<file path="config.mk">
export PLATFORM = sky130hd
export DESIGN_NAME = hazard_scoreboard_unit
export DESIGN_NICKNAME = d
export VERILOG_FILES = /design/src/rtl/hazard_pkg.sv /design/src/rtl/hazard_scoreboard_unit_wb_slot_ring.sv /design/src/rtl/hazard_scoreboard_unit.sv
export SDC_FILE = /design/constraint.sdc
export NUM_CORES = 1
export LEC_CHECK = 0
export BUFFER_PORTS_ARGS = -buffer_cell sky130_fd_sc_hd__buf_2
export CORE_AREA = 2 2 139 141
export CTS_CLUSTER_SIZE = 14
export DETAILED_ROUTE_END_ITERATION = 7
export DIE_AREA = 0 0 141 143
export PLACE_DENSITY = 0.72
export SYNTH_ARGS = -nofsm -noshare
export SYNTH_HDL_FRONTEND = slang
export SYNTH_SLANG_ARGS = --single-unit
</file>
<file path="constraint.sdc">
create_clock -name clk -period 3.5 [get_ports clk]
set_input_delay 0.175 -clock clk [delete_from_list [all_inputs] [get_ports clk]]
set_output_delay 0.175 -clock clk [all_outputs]
set_load 0.02 [all_outputs]
</file>
<file path="src/rtl/hazard_pkg.sv">
// Shared types and latency helpers for the scoreboard hazard detector.
package hazard_pkg;

    typedef enum logic [1:0] {
        UNIT_ALU  = 2'd0,
        UNIT_LOAD = 2'd1,
        UNIT_MUL  = 2'd2,
        UNIT_RSVD = 2'd3
    } unit_e;

    localparam int ALU_LAT      = 1;
    localparam int LOAD_LAT_DEF = 2;
    localparam int MUL_LAT_DEF  = 4;

    // Reserved unit code behaves like the ALU.
    function automatic int unit_lat(unit_e unit, int load_lat, int mul_lat);
        case (unit)
            UNIT_LOAD: unit_lat = load_lat;
            UNIT_MUL:  unit_lat = mul_lat;
            default:   unit_lat = ALU_LAT;
        endcase
    endfunction

    function automatic int max3(int a, int b, int c);
        int m;
        m = (a > b) ? a : b;
        max3 = (m > c) ? m : c;
    endfunction

endpackage

</file>
<file path="src/rtl/hazard_scoreboard_unit_wb_slot_ring.sv">
// Write-back slot reservation ring: bit k means a result writes back k cycles from now.
module wb_slot_ring
    import hazard_pkg::*;
#(
    parameter int DEPTH = 4,
    parameter int IDX_W = $clog2(DEPTH + 1)
) (
    input  logic             clk,
    input  logic             rst,
    input  logic             reserve_en,
    input  logic [IDX_W-1:0] reserve_idx,
    input  logic [IDX_W-1:0] query_idx,
    output logic             conflict
);

    logic [DEPTH:0] slots;
    logic [DEPTH:0] slots_next;

    // Advance every reservation one slot closer and add the newly issued one on top.
    always_comb begin
        slots_next = slots >> 1;
        if (reserve_en) begin
            slots_next[reserve_idx] = 1'b1;
        end
    end

    // Reservation register; reset forgets every in-flight write-back.
    always_ff @(posedge clk or posedge rst) begin
        if (rst) begin
            slots <= '0;
        end else begin
            slots <= slots_next;
        end
    end

    assign conflict = slots[query_idx];

endmodule

</file>
<file path="src/rtl/hazard_scoreboard_unit.sv">
// Scoreboard hazard detector in ID: RAW, write-back port and WAW interlocks.
module hazard_scoreboard_unit
    import hazard_pkg::*;
#(
    parameter int REG_ADDR_W = 5,
    parameter int LOAD_LAT   = LOAD_LAT_DEF,
    parameter int MUL_LAT    = MUL_LAT_DEF,
    parameter int CNT_W      = 32
) (
    input  logic                  clk,
    input  logic                  rst,
    input  logic                  id_valid,
    input  logic                  id_flush,
    input  logic [REG_ADDR_W-1:0] id_rs1,
    input  logic [REG_ADDR_W-1:0] id_rs2,
    input  logic                  id_rs1_used,
    input  logic                  id_rs2_used,
    input  logic [REG_ADDR_W-1:0] id_rd,
    input  logic                  id_reg_write,
    input  logic [1:0]            id_unit,
    output logic                  PCWrite,
    output logic                  IDWrite,
    output logic                  Stall,
    output logic [CNT_W-1:0]      stall_cycles
);

    localparam int NREGS  = 2 ** REG_ADDR_W;
    localparam int MAXL   = max3(ALU_LAT, LOAD_LAT, MUL_LAT);
    localparam int BUSY_W = $clog2(MAXL) + 1;
    localparam int IDX_W  = $clog2(MAXL + 1);

    logic [BUSY_W-1:0] busy_cnt [NREGS];

    int                lat;
    logic [BUSY_W-1:0] lat_m1;
    logic [IDX_W-1:0]  lat_idx;
    logic [IDX_W-1:0]  resv_idx;
    logic              live;
    logic              wr;
    logic              raw_hz;
    logic              struct_hz;
    logic              waw_hz;
    logic              hz;
    logic              issue;

    // Latency of the unit the ID instruction will use, in the widths each consumer needs.
    always_comb begin
        lat      = unit_lat(unit_e'(id_unit), LOAD_LAT, MUL_LAT);
        lat_m1   = BUSY_W'(lat - 1);
        lat_idx  = IDX_W'(lat);
        resv_idx = IDX_W'(lat - 1);
    end

    // Hazard decision; a flushed instruction never stalls and never updates state.
    always_comb begin
        live   = id_valid & ~id_flush;
        wr     = live & id_reg_write & (id_rd != '0);
        raw_hz = live & ((id_rs1_used & (id_rs1 != '0) & (busy_cnt[id_rs1] != '0)) |
                         (id_rs2_used & (id_rs2 != '0) & (busy_cnt[id_rs2] != '0)));
        waw_hz = wr & (busy_cnt[id_rd] > lat_m1);
        hz     = raw_hz | (wr & struct_hz) | waw_hz;
        issue  = live & ~hz;
    end

    assign Stall   = hz;
    assign PCWrite = ~hz;
    assign IDWrite = ~hz;

    wb_slot_ring #(
        .DEPTH (MAXL),
        .IDX_W (IDX_W)
    ) u_ring (
        .clk         (clk),
        .rst         (rst),
        .reserve_en  (issue & wr),
        .reserve_idx (resv_idx),
        .query_idx   (lat_idx),
        .conflict    (struct_hz)
    );

    // Per-register countdowns; a fresh issue overrides the decrement of its rd.
    always_ff @(posedge clk or posedge rst) begin
        if (rst) begin
            for (int r = 0; r < NREGS; r++) begin
                busy_cnt[r] <= '0;
            end
        end else begin
            for (int r = 1; r < NREGS; r++) begin
                if (busy_cnt[r] != '0) begin
                    busy_cnt[r] <= busy_cnt[r] - 1'b1;
                end
            end
            if (issue && wr) begin
                busy_cnt[id_rd] <= lat_m1;
            end
        end
    end

    // Saturating count of cycles spent stalled.
    always_ff @(posedge clk or posedge rst) begin
        if (rst) begin
            stall_cycles <= '0;
        end else if (hz && (stall_cycles != '1)) begin
            stall_cycles <= stall_cycles + CNT_W'(1);
        end
    end

endmodule
</file>
==> results.yml <==
cts:
  numCtsBuffers: 17
  clock_path_buffers: 2
  cts_htree_levels: 4
  clk_pin_slew_worst_paths_ps: 70
  cts_tree: "yes"
  root_buffer: "clkbuf_16"
  clk_latency_ps: 440
  cts_num_sinks: 133
grt:
  grt_overflow: 0
  grt_pass1_wl_um: 42900
  antenna_found_initial: 2
  grt_max_degree: 90
  grt_pass1_vias: 8059
  grt_usage_pct: 27.6
logic_synthesis:
  synth_most_common_cell: "inv_1"
  synth.yosys.seq_area_share_pct: 33.1
  ys_ff_latch: 133
  synth_nets: 1114
  yosys.area.top_type_share_pct: 33.1
  avgSynthCellArea_um2: 10.2
  ys_types: 67
  synth_area_leaders: "dfrtp_1, ha_1, mux2i_1, inv_1, mux4_2"
  yosysTopAreaCell: "dfrtp_1"
  syn_inst: 989
  synth_ff_type: "dfrtp_1"
  synth_area_um2: 10100
  synthTopCellsByCount: "inv_1, dfrtp_1, ha_1, mux2i_1, xor2_1"
  synth_warnings: 0
  synth_edf_count: 0
  async_reset_ff_share_pct: 100
floorplanning:
  boundaryPins: 59
  die_w_um: 141
  core_um2: 18600
  initial_core_util_pct: 54.1
  fp.dieH_um: 143
  num_rows: 50
  dieArea_um2: 20200
drt:
  dr.pass1.iters: 5
  routedWlPerCell_um: 19.6
  routed-via-count: 7976
  drt_iter0_markers: 559
  viasPerCell: 5.83
  antenna_left: 0
  wl_um: 26800
  drcViolationCount: 0
setup_path:
  cpPeakStageDelay_ps: 530
  crit_type: "reg -> reg"
  required_ps: 3830
  cp-end-kind: "flop"
  crit_slowest_cell: "or4_1"
  start_kind: "flop"
  path_cells: "mux4_2, a22oi_1, and3_1, o21ai_1, ha_1, nor2b_1, o21ai_1, a32oi_1, o211a_1, nor4_2, and2_4, buf_4, buf_4, or4_1, xnor2_1"
  rrSetupSlack_ps: -50
  worstPathArrival_ps: 3880
  critPathMaxFanout: 5
timing:
  rsz0062_at_grt: "yes"
  final-max-slew-violation-count: 0
  worst_slack_ps: -53.6
  worst_slew_pin_slew_ps: 913
  timing.final.crit_share_pct: 102
  fin_crit_ps: 3550
  hold_violations: 0
  finalSetupViolations: 7
  max_freq_ghz: 0.281
  max_slew_margin_pct: 39.0
  finalClockSkew_ps: 9.95
place:
  place_area_um2: 11200
  port_buffers: 58
  dpl_worst_slack_ps: -201
  dp.final_hpwl_um: 19300
  place_congestion: 0.932
  place_inst: 1330
min_path:
  hp-class: "in -> async"
layout:
  fin_util_pct: 64.5
  drive_gt1_share_pct: 25.7
  n_fill_cell: 1460
  fin_nets: 1246
  fin_cells: 1369
  final_area_um2: 12000
  synthToLayoutAreaGrowth_pct: 19.3
status:
  status: "finished with violations"
  violations: "setup timing"
power_and_ir_drop:
  p_per_area_nw_per_um2: 661
  peakVddDrop_mv: 0.345
  leakage_nw: 5.90
run:
  drv_cap: 0
-- placed cells by master (no fill, tap or decap), types with 8 or more instances in the layout --
master,n
nor4_1,21
a31oi_1,9
clkbuf_16,18
nand2_1,27
and3_1,11
a21oi_1,19
xnor2_1,18
nand3_1,14
xor2_1,44
ha_1,101
nor4b_1,8
nand4_1,11
nand3_2,15
nor3_1,30
inv_1,167
mux2i_1,99
buf_2,55
dfrtp_1,133
buf_4,102
mux4_2,26
nor2_1,32
nand2b_1,8
mux2_2,15
-- timing repair --
action | 4_1_cts | 5_1_grt
gates resized for setup | 15 | 21
buffers inserted | 3 | 2
hold endpoints to repair | 7 | 0
hold buffers | 1 | 0
setup endpoints to repair | 72 | 91
cloned | 0 | 1
pin swaps | 3 | 4
-- critical path, delay by kind of cell (launching register included) --
family          cells  cell delay (ps)
mux                 1              510
xor+xnor            1              140
simple gates        5             1070
fa+ha+maj           1              300
buf+inv             2              350
flops               1              420
compound gates      5              670
-- stage by stage --
| stage | hold WS (ps) | setup TNS [ps] | power, mW |
|---|---|---|---|
| after floorplan | 422 | -59.3 | 4.97 |
| after global placement | 128 | -4900 | 5.76 |
| after detailed placement | 134 | -9720 | 5.95 |
| after CTS | 209 | -84.1 | 7.86 |
| after global routing | 241 | -7160 | 8.50 |
| final | 222 | -234 | 7.92 |
-- final timing paths --
check                              from          endpoint  cells past startpoint
max                        busy_cnt[58]  stall_cycles[31]                     15
min                                 rst      busy_cnt[15]                      3
max reg2reg                busy_cnt[58]  stall_cycles[31]                     15
min reg2reg                busy_cnt[94]      busy_cnt[94]                      0
max in group asynchronous           rst      busy_cnt[26]                      4
min in group clk             id_unit[0]   u_ring.slots[1]                      3
-- area by class of cell --
type / instances / area (um2) / share of cell area [%]
Sequential cell: 133 / 3330 / 27.8
Clock buffer: 17 / 425 / 3.55
Multi-Input combinational cell: 632 / 5900 / 49.2
Tap cell: 234 / 293 / 2.44
Antenna cell: 1 / 2.50 / 0.0209
Clock inverter: 15 / 163 / 1.36
Timing Repair Buffer: 168 / 1240 / 10.3
Inverter: 169 / 641 / 5.34
-- cells by family (layout without fill, tap and decap cells) --
| group | after synthesis | in the layout | synth area share (%) |
|---|---|---|---|
| AND/OR/NAND/NOR | 239 | 239 | 15.7 |
| buffers and inverters | 224 | 369 | 9.27 |
| multiplexers | 147 | 147 | 18.3 |
| flip-flops | 133 | 133 | 33.1 |
| adder cells (fa/ha/maj) | 101 | 101 | 12.6 |
| AO/OA/AOI/OAI | 83 | 83 | 5.72 |
| XOR/XNOR | 62 | 62 | 5.40 |
| other | 0 | 1 | 0 |
-- routing by layer --
metal / track usage (%) / share of wire [%]
met5: 0 / 0.049
met4: 7.68 / 1.8
met3: 5.90 / 6.2
met2: 47.2 / 49
met1: 35.7 / 43
-- power breakdown --
group / internal [mW] / leakage, nW / switching [mW] / total (mW)
registers: 1.99 / 1.70 / 0.476 / 2.47
clock network: 1.01 / 0.282 / 0.821 / 1.83
logic: 1.76 / 3.92 / 1.86 / 3.63
total: 4.76 / 5.90 / 3.16 / 7.92
-- registers in the layout, indices dropped and copies added, names as in the netlist --
| signal | cells |
|---|---|
| busy_cnt | 96 |
| stall_cycles | 32 |
| u_ring.slots | 5 |
No activity file was read; power rests on OpenSTA's default activity.
